===== config.mk =====
export PLATFORM = sky130hd
export DESIGN_NAME = frame_scanout
export DESIGN_NICKNAME = d
export VERILOG_FILES = /design/src/rtl/scanout_pkg.sv /design/src/rtl/scanout_fifo.sv /design/src/rtl/frame_scanout.sv
export SDC_FILE = /design/constraint.sdc
export NUM_CORES = 1
export LEC_CHECK = 0
export CAP_MARGIN = 10
export CORE_MARGIN = 8
export CORE_UTILIZATION = 57
export DETAILED_ROUTE_END_ITERATION = 16
export GPL_ROUTABILITY_DRIVEN = 0
export PLACE_DENSITY_LB_ADDON = 0.2
export SLEW_MARGIN = 15
export SYNTH_ARGS = -nofsm -noshare
export SYNTH_HDL_FRONTEND = slang
export SYNTH_HIERARCHICAL = 1
export SYNTH_SLANG_ARGS = --single-unit

===== constraint.sdc =====
create_clock -name clk -period 4.48 [get_ports clk]
set_input_delay 0.672 -clock clk [delete_from_list [all_inputs] [get_ports clk]]
set_output_delay 0.672 -clock clk [all_outputs]
set_load 0.05 [all_outputs]

===== src/rtl/scanout_pkg.sv =====
// Shared types and constants for the frame scanout block: timing defaults,
// line stride, FSM state encoding and the RGB555 -> RGB888 expansion.
package scanout_pkg;

  localparam int H_ACTIVE_DEF = 720;
  localparam int V_ACTIVE_DEF = 480;
  localparam int LINE_STRIDE  = 1024;
  localparam int LINE_SHIFT   = $clog2(LINE_STRIDE);
  localparam int ADDR_W       = 20;
  localparam int WORD_W       = 16;
  localparam int PIX_W        = 24;

  typedef enum logic [1:0] {
    IDLE  = 2'd0,
    FETCH = 2'd1,
    DRAIN = 2'd2,
    DONE  = 2'd3
  } state_t;

  // Word layout is {B5, G5, R5}; bit replication keeps full-scale at 0xFF.
  function automatic logic [PIX_W-1:0] rgb555_to_888(input logic [14:0] c);
    logic [4:0] r;
    logic [4:0] g;
    logic [4:0] b;
    r = c[4:0];
    g = c[9:5];
    b = c[14:10];
    return {r, r[4:2], g, g[4:2], b, b[4:2]};
  endfunction

endpackage


===== src/rtl/scanout_fifo.sv =====
// Synchronous pixel-word FIFO with occupancy count; power-of-two depth so the
// pointers wrap naturally.
module scanout_fifo #(
  parameter int DEPTH = 8,
  parameter int WIDTH = 16
) (
  input  logic                     clk,
  input  logic                     rst,
  input  logic                     push,
  input  logic [WIDTH-1:0]         wdata,
  input  logic                     pop,
  output logic [WIDTH-1:0]         rdata,
  output logic [$clog2(DEPTH):0]   count,
  output logic                     full,
  output logic                     empty
);

  localparam int AW = $clog2(DEPTH);
  localparam int CW = AW + 1;

  logic [WIDTH-1:0] mem [DEPTH];
  logic [AW-1:0]    wr_ptr;
  logic [AW-1:0]    rd_ptr;
  logic             push_ok;
  logic             pop_ok;

  assign full    = (count == CW'(DEPTH));
  assign empty   = (count == '0);
  assign pop_ok  = pop && !empty;
  // A pop frees a slot in the same cycle, so push is allowed when full-and-popping.
  assign push_ok = push && (!full || pop_ok);
  assign rdata   = mem[rd_ptr];

  always_ff @(posedge clk) begin
    if (push_ok) mem[wr_ptr] <= wdata;
  end

  always_ff @(posedge clk or posedge rst) begin
    if (rst) begin
      wr_ptr <= '0;
      rd_ptr <= '0;
      count  <= '0;
    end else begin
      if (push_ok) wr_ptr <= wr_ptr + AW'(1);
      if (pop_ok)  rd_ptr <= rd_ptr + AW'(1);
      unique case ({push_ok, pop_ok})
        2'b10:   count <= count + CW'(1);
        2'b01:   count <= count - CW'(1);
        default: count <= count;
      endcase
    end
  end

endmodule


===== src/rtl/frame_scanout.sv =====
// Frame scanout: fetches one frame of RGB555 words from memory and streams
// RGB888 pixels downstream. Optional mask blanking via SCANOUT_MASK_BLANK_EN.
module frame_scanout
  import scanout_pkg::*;
#(
  parameter int H_ACTIVE   = H_ACTIVE_DEF,
  parameter int V_ACTIVE   = V_ACTIVE_DEF,
  parameter int FIFO_DEPTH = 8
) (
  input  logic        clk,
  input  logic        rst,
  input  logic        start,
  input  logic [19:0] base_addr,
  output logic        mem_req,
  output logic [19:0] mem_addr,
  input  logic        mem_gnt,
  input  logic        mem_rvalid,
  input  logic [15:0] mem_rdata,
  output logic [23:0] pix_data,
  output logic        pix_en,
  input  logic        pix_rdy,
  output logic        busy,
  output logic        frame_done,
  output logic [1:0]  dbg_state
);

  // Handshakes: a read is accepted on a cycle with mem_req && mem_gnt; mem_addr
  // holds while mem_req is high and mem_gnt low. Returns arrive in order on
  // mem_rvalid. Downstream, pix_en is a one-cycle strobe issued only when
  // pix_rdy is high, never on back-to-back cycles.

  localparam int XW    = (H_ACTIVE > 1) ? $clog2(H_ACTIVE) : 1;
  localparam int YW    = (V_ACTIVE > 1) ? $clog2(V_ACTIVE) : 1;
  localparam int CNT_W = $clog2(FIFO_DEPTH) + 1;

  state_t            state_q;
  state_t            state_d;
  logic [XW-1:0]     x_q;
  logic [YW-1:0]     y_q;
  logic [ADDR_W-1:0] base_q;
  logic [CNT_W-1:0]  outst_q;
  logic [CNT_W-1:0]  fifo_count;
  logic [CNT_W:0]    inflight;
  logic [15:0]       fifo_rdata;
  logic              fifo_full;
  logic              fifo_empty;
  logic              room;
  logic              grant;
  logic              last_px;
  logic              start_ok;
  logic              rv_ok;
  logic              pop;
  logic [23:0]       pixel_next;

  assign grant    = mem_req && mem_gnt;
  assign last_px  = (x_q == XW'(H_ACTIVE - 1)) && (y_q == YW'(V_ACTIVE - 1));
  assign start_ok = start && (state_q == IDLE);
  // Returns with nothing outstanding belong to an abandoned scan and are dropped.
  assign rv_ok    = mem_rvalid && (outst_q != '0);
  assign pop      = pix_rdy && !fifo_empty && !pix_en;
  assign inflight = {1'b0, fifo_count} + {1'b0, outst_q};
  assign room     = inflight < (CNT_W + 1)'(FIFO_DEPTH);
  assign mem_addr = base_q + (ADDR_W'(y_q) << LINE_SHIFT) + ADDR_W'(x_q);
  assign dbg_state = state_q;

  always_ff @(posedge clk or posedge rst) begin
    if (rst) state_q <= IDLE;
    else     state_q <= state_d;
  end

  always_comb begin
    state_d    = state_q;
    mem_req    = 1'b0;
    busy       = 1'b1;
    frame_done = 1'b0;
    unique case (state_q)
      IDLE: begin
        busy = 1'b0;
        if (start) state_d = FETCH;
      end
      FETCH: begin
        mem_req = room;
        if (room && mem_gnt && last_px) state_d = DRAIN;
      end
      DRAIN: begin
        if ((outst_q == '0) && fifo_empty) state_d = DONE;
      end
      DONE: begin
        frame_done = 1'b1;
        state_d    = IDLE;
      end
      default: state_d = IDLE;
    endcase
  end

  always_ff @(posedge clk or posedge rst) begin
    if (rst) begin
      x_q     <= '0;
      y_q     <= '0;
      base_q  <= '0;
      outst_q <= '0;
    end else begin
      if (start_ok) begin
        x_q    <= '0;
        y_q    <= '0;
        base_q <= base_addr;
      end else if (grant) begin
        if (x_q == XW'(H_ACTIVE - 1)) begin
          x_q <= '0;
          y_q <= y_q + YW'(1);
        end else begin
          x_q <= x_q + XW'(1);
        end
      end
      unique case ({grant, rv_ok})
        2'b10:   outst_q <= outst_q + CNT_W'(1);
        2'b01:   outst_q <= outst_q - CNT_W'(1);
        default: outst_q <= outst_q;
      endcase
    end
  end

  scanout_fifo #(
    .DEPTH (FIFO_DEPTH),
    .WIDTH (16)
  ) u_fifo (
    .clk   (clk),
    .rst   (rst),
    .push  (rv_ok),
    .wdata (mem_rdata),
    .pop   (pop),
    .rdata (fifo_rdata),
    .count (fifo_count),
    .full  (fifo_full),
    .empty (fifo_empty)
  );

`ifdef SCANOUT_MASK_BLANK_EN
  assign pixel_next = fifo_rdata[15] ? 24'h000000 : rgb555_to_888(fifo_rdata[14:0]);
`else
  logic unused_mask;
  assign unused_mask = fifo_rdata[15] | fifo_full;
  assign pixel_next  = rgb555_to_888(fifo_rdata[14:0]);
`endif

  always_ff @(posedge clk or posedge rst) begin
    if (rst) begin
      pix_en   <= 1'b0;
      pix_data <= '0;
    end else begin
      pix_en <= pop;
      if (pop) pix_data <= pixel_next;
    end
  end

endmodule

======== Yosys cells after proc, flatten, opt, wreduce, memory -nomap -nowiden ========
Memories as Yosys holds them, arrays and structs flattened.
Index checks and enable logic that the tools add are counted.
storage, ports and cells
  flip-flop bits (word level) ............. 80
  bits in writable memories ............... 128
  input port bits ......................... 42
  output and inout bits ................... 50
  logic and storage cells ................. 78
  memories ................................ 1
memories
  name        words  width  read ports  clocked after Yosys merged registers in  write ports  RTL line            RTL
  u_fifo.mem  8      16     1           0                                        1            scanout_fifo.sv:21  logic [WIDTH-1:0] mem [DEPTH];
cells by class
  add/subtract/negate cells ............... 11
  $lt $le $gt $ge ......................... 1
  equal/unequal tests ..................... 13
  multiplexer cells ....................... 17
  reductions and logical operators ........ 25
operator list
  cell                     count
  $mux W10                 3
  $mux W9                  3
  $add A20 B10 Y20         1
  $add A20 B19 Y20         1
  $pmux W4 S2              2
  $logic_and A1 B1 Y1      11
  $add A10 B1 Y10 const B  1
  $eq A10 B10 Y1 const B   1
  $add A9 B1 Y9 const B    1
  $eq A9 B9 Y1 const B     1
  $add A4 B1 Y4 const B    2
  $eq A2 B2 Y1 const B     4
  $logic_not A4 Y1         2
  $pmux W2 S4              1
  $reduce_bool A2 Y1       4
  $sub A4 B1 Y4 const B    2
  $add A3 B1 Y3 const B    2
  $eq A2 B1 Y1 const B     3
  $mux W2                  3
  $ne A2 B2 Y1 const B     3
  $add A4 B4 Y5            1
  $lt A5 B4 Y1 const B     1
  $mux W1                  5
  $eq A4 B4 Y1 const B     1
  other kinds (6)          8

======== Logic depth before layout (Yosys ltp) ========
  depth after elaboration ................. 9
  gate-level depth with buffers ........... 13
  gate-level depth less buffers ........... 11

======== Hierarchy ========
The synthesis kept the hierarchy.
modules (own cells, without submodules)
  module         times used  cells each  area an instance (um2)  sequential area each (um2)
  scanout_fifo   1           258         5534.1                  4093.9
  frame_scanout  1           415         3846.2                  1526.5

======== Least setup slack after synthesis ========
OpenSTA, ideal clock, no wires.
  path kind ............................... reg2reg
  start point ............................. register u_fifo.count[1]
  end point ............................... memory u_fifo.mem[0][0] (enable)
  setup time .............................. 0.409 ns
  arrival time ............................ 3.265 ns
  data required time ...................... 4.071 ns
  slack ................................... 0.806 ns
  cell stages (with the launch flop) ...... 10
  buffers on the path ..................... 2
  clock period less this slack ............ 3.674 ns
  cell sequence ........................... dfrtp_1 or3_1 buf_6 nor2_1 nor3b_2 clkbuf_1 nand2b_1 o21a_1 nand2b_1 nor3_1
between the ends
  cells in the longest elaborated chain, start to end .. 9
  elaborated cells on any way between the ends .. 11
  classes of those cells .................. eq/ne: 1; mux: 2; reduce/logical: 8
RTL lines
  element                           RTL line             RTL
  from (decl)                       scanout_fifo.sv:13   output logic [$clog2(DEPTH):0] count,
  from (signal assigned)            scanout_fifo.sv:47   2'b10: count <= count + CW'(1);
  from (signal assigned)            scanout_fifo.sv:48   2'b01: count <= count - CW'(1);
  from (signal assigned)            scanout_fifo.sv:49   default: count <= count;
  $logic_not A4 Y1                  scanout_fifo.sv:28   assign empty = (count == '0);
  net fifo_empty                    frame_scanout.sv:46  logic fifo_empty;
  $logic_not A1 Y1                  frame_scanout.sv:60  assign pop = pix_rdy && !fifo_empty && !pix_en;
  $logic_and A1 B1 Y1 (2 in a row)  frame_scanout.sv:60
  net pop                           frame_scanout.sv:52  logic pop;
  $logic_and A1 B1 Y1               scanout_fifo.sv:29   assign pop_ok = pop && !empty;
  $logic_or A1 B1 Y1                scanout_fifo.sv:31   assign push_ok = push && (!full || pop_ok);
  $logic_and A1 B1 Y1               scanout_fifo.sv:31
  $mux W1                           scanout_fifo.sv:35   if (push_ok) mem[wr_ptr] <= wdata;
  $mux W1 (not written as such)     scanout_fifo.sv:35
  to (decl)                         scanout_fifo.sv:21
The timed path passes the listed nets, and every way through them passes these cells.

======== Worst setup path after layout ========
  start point ............................. register x_q[0]
  end point ............................... output mem_addr[16]
between the ends
  cells in the longest elaborated chain, start to end .. 1
RTL lines
  element                 RTL line              RTL
  from (decl)             frame_scanout.sv:38   logic [XW-1:0] x_q;
  from (signal assigned)  frame_scanout.sv:112  x_q <= x_q + XW'(1);
  $add A20 B10 Y20        frame_scanout.sv:63   assign mem_addr = base_q + (ADDR_W'(y_q) << LINE_SHIFT) + ADDR_W'(x_q);
  to (decl)               frame_scanout.sv:15   output logic [19:0] mem_addr,
No other way between the ends.

==> run metrics <==
Final Cycle Share 94.88%; Worst EP arrival 3580 ps; core area 15,710 um2; CP peak stage delay 830 ps; n_diodes 0; r2r setup slk 1090 ps; post-CTS setup buffer count 0; HP Start base_q[9]; WP buf/inv 1; IO buf count 90; CTS H-tree lvls 4; grt ovf 0; Leak 4.271 nW; synth-to-layout area growth 19.17%; DR pass1 iterations 4; drt initial violations 428; Die Wd 142.2 um; largest net degree at the start of global routing 51; Setup crit start x_q[0]; fin area 10,820 um2; Slowest-stage cell, CP clkdlybuf4s50_1; Root Buffer clkbuf_16; CTS max path bufs 2; critical path fanouts, max 5; WL final 18,650 um; Area after DPL 10,190 um2; Initial Utilization 57.79%; maximum vdd ir drop 440.4 uV; Reg-to-Reg End u_fifo/mem[6][8]; worst r2r path cells 8; nets 834; most frequent cells in the layout edfxtp_1 (120), nand2_1 (89), clkdlybuf4s50_1 (89), dfrtp_1 (70), ha_1 (36); worst-margin pin slew 1047 ps; CP required 3810 ps; WP depth 9; crit path capture mem_addr[16]; WL/cell 18.97 um; die area 20,230 um2; Crit Path Class register to output port; R2R Path Start u_fifo/count[2]; Final min period 4251 ps; synthesized area 9080 um2; fmax 235.3 MHz; Worst slew margin 30.18%; Total Power 0.007581 W; vias in the first global route 5,756; Cells after Synth 661; FF+latch area 5381 um2; unrepaired setup endpoints after global routing no; CP delay by family, top compound AO/OA/AOI/OAI gates; post-route ant nets 0; Post-DP HPWL 12,500 um; vias per cell 5.720; Die H 142.2 um; GRT Resource Usage Total 19.28%; Final Setup Violations 0; CTS Hold Buffers Added 0; DR vias 5,623; final hold vios 0; Total Neg Setup Slack 0 ps; Max Slew Vio Count 0; warning count from the yosys run 6; multi-input logic area 3440 um2; Max-cap violations 0; layout cells sized above 1 15.25%; CP Cell Sequence ha_1, fa_1, a211oi_1, o211ai_1, nand3_1, o2111ai_1, a21oi_1, xnor2_1, clkdlybuf4s50_1; drt drc 0; status finished clean; Reg clk slew, reported paths 80 ps; first-pass GRT wire length 29,700 um; Worst-Skew Late Latency 440 ps; Mapped Nets 741; fillers 1,062; Syn Area/Cell 13.74 um2; row cnt 46; fin cells 983; dpl cells 951; clk sink count 191; Ports 92; initial antenna violation count 0; CTS tree built; most common cell after layout, fill and taps aside edfxtp_1; crit start category register; Layout Skew 11.86 ps; total CTS buffers 17; crit end category output port; Hold WC Path Type register to register; pwr dens 700.6 nW/um2
## layout make-up
class / count / share of cell area, %
Clock inverter: 15 / 1.885
Clock buffer: 17 / 3.932
Multi-Input combinational cell: 416 / 31.79
Timing Repair Buffer: 104 / 9.320
Tap cell: 216 / 2.498
Sequential cell: 191 / 49.73
Inverter: 24 / 0.8441
## where the power goes
part	internal, W	switching [W]	leakage, nW
Combinational	0.00138	0.00193	1.98
Clock	0.000818	0.000756	0.309
Sequential	0.00229	0.000407	1.98
Total	0.00449	0.00309	4.27
## routing by layer
metal	track usage [%]	vias to the layer above	share of wire [%]	routed length [um]
met5	0	-	0	0
met4	7.971	0	1.7	321
met3	3.858	26	4.9	918
met2	32.32	147	50	9313
met1	24.02	2807	43	8097
li1	-	2643	-	-
## sequential cells by signal, indices dropped and copies added, names as in the netlist
register and count:
outst_q 4, dbg_state 2, u_fifo/wr_ptr 3, u_fifo/rd_ptr 3, y_q 9, x_q 10
base_q 20, u_fifo/mem 120, pix_en 1, u_fifo/count 4, pix_data 15
## through the flow
stage,hold slack (ps),setup WS [ps],util [%]
global placement,462.4,536.2,64.84
detailed placement,467.3,514.0,64.84
floorplan,449.7,881.2,-
CTS,486.2,23.26,68.84
finish,481.7,229.4,68.86
global route,501.8,59.81,68.86
## worst min-delay path: stages, from the launching register on
cell and delay, ps:
dfrtp_1 350, nand2_1 50, nand2_1 50
## how the worst min path moves through the flow
stage           endpoint  cells after the start
4_1_cts        base_q[9]                      2
5_1_grt        base_q[9]                      2
3_3_place_gp   base_q[0]                      2
6_report       base_q[9]                      2
3_5_place_dp   base_q[9]                      2
2_1_floorplan  base_q[0]                      2
## repair_timing
action / 4_1_cts / 5_1_grt
setup endpoints to repair: 0 / 1
endpoints found under the hold margin: 0 / 0
resized for setup: 0 / 1
Power figures use the tool's default switching activity.
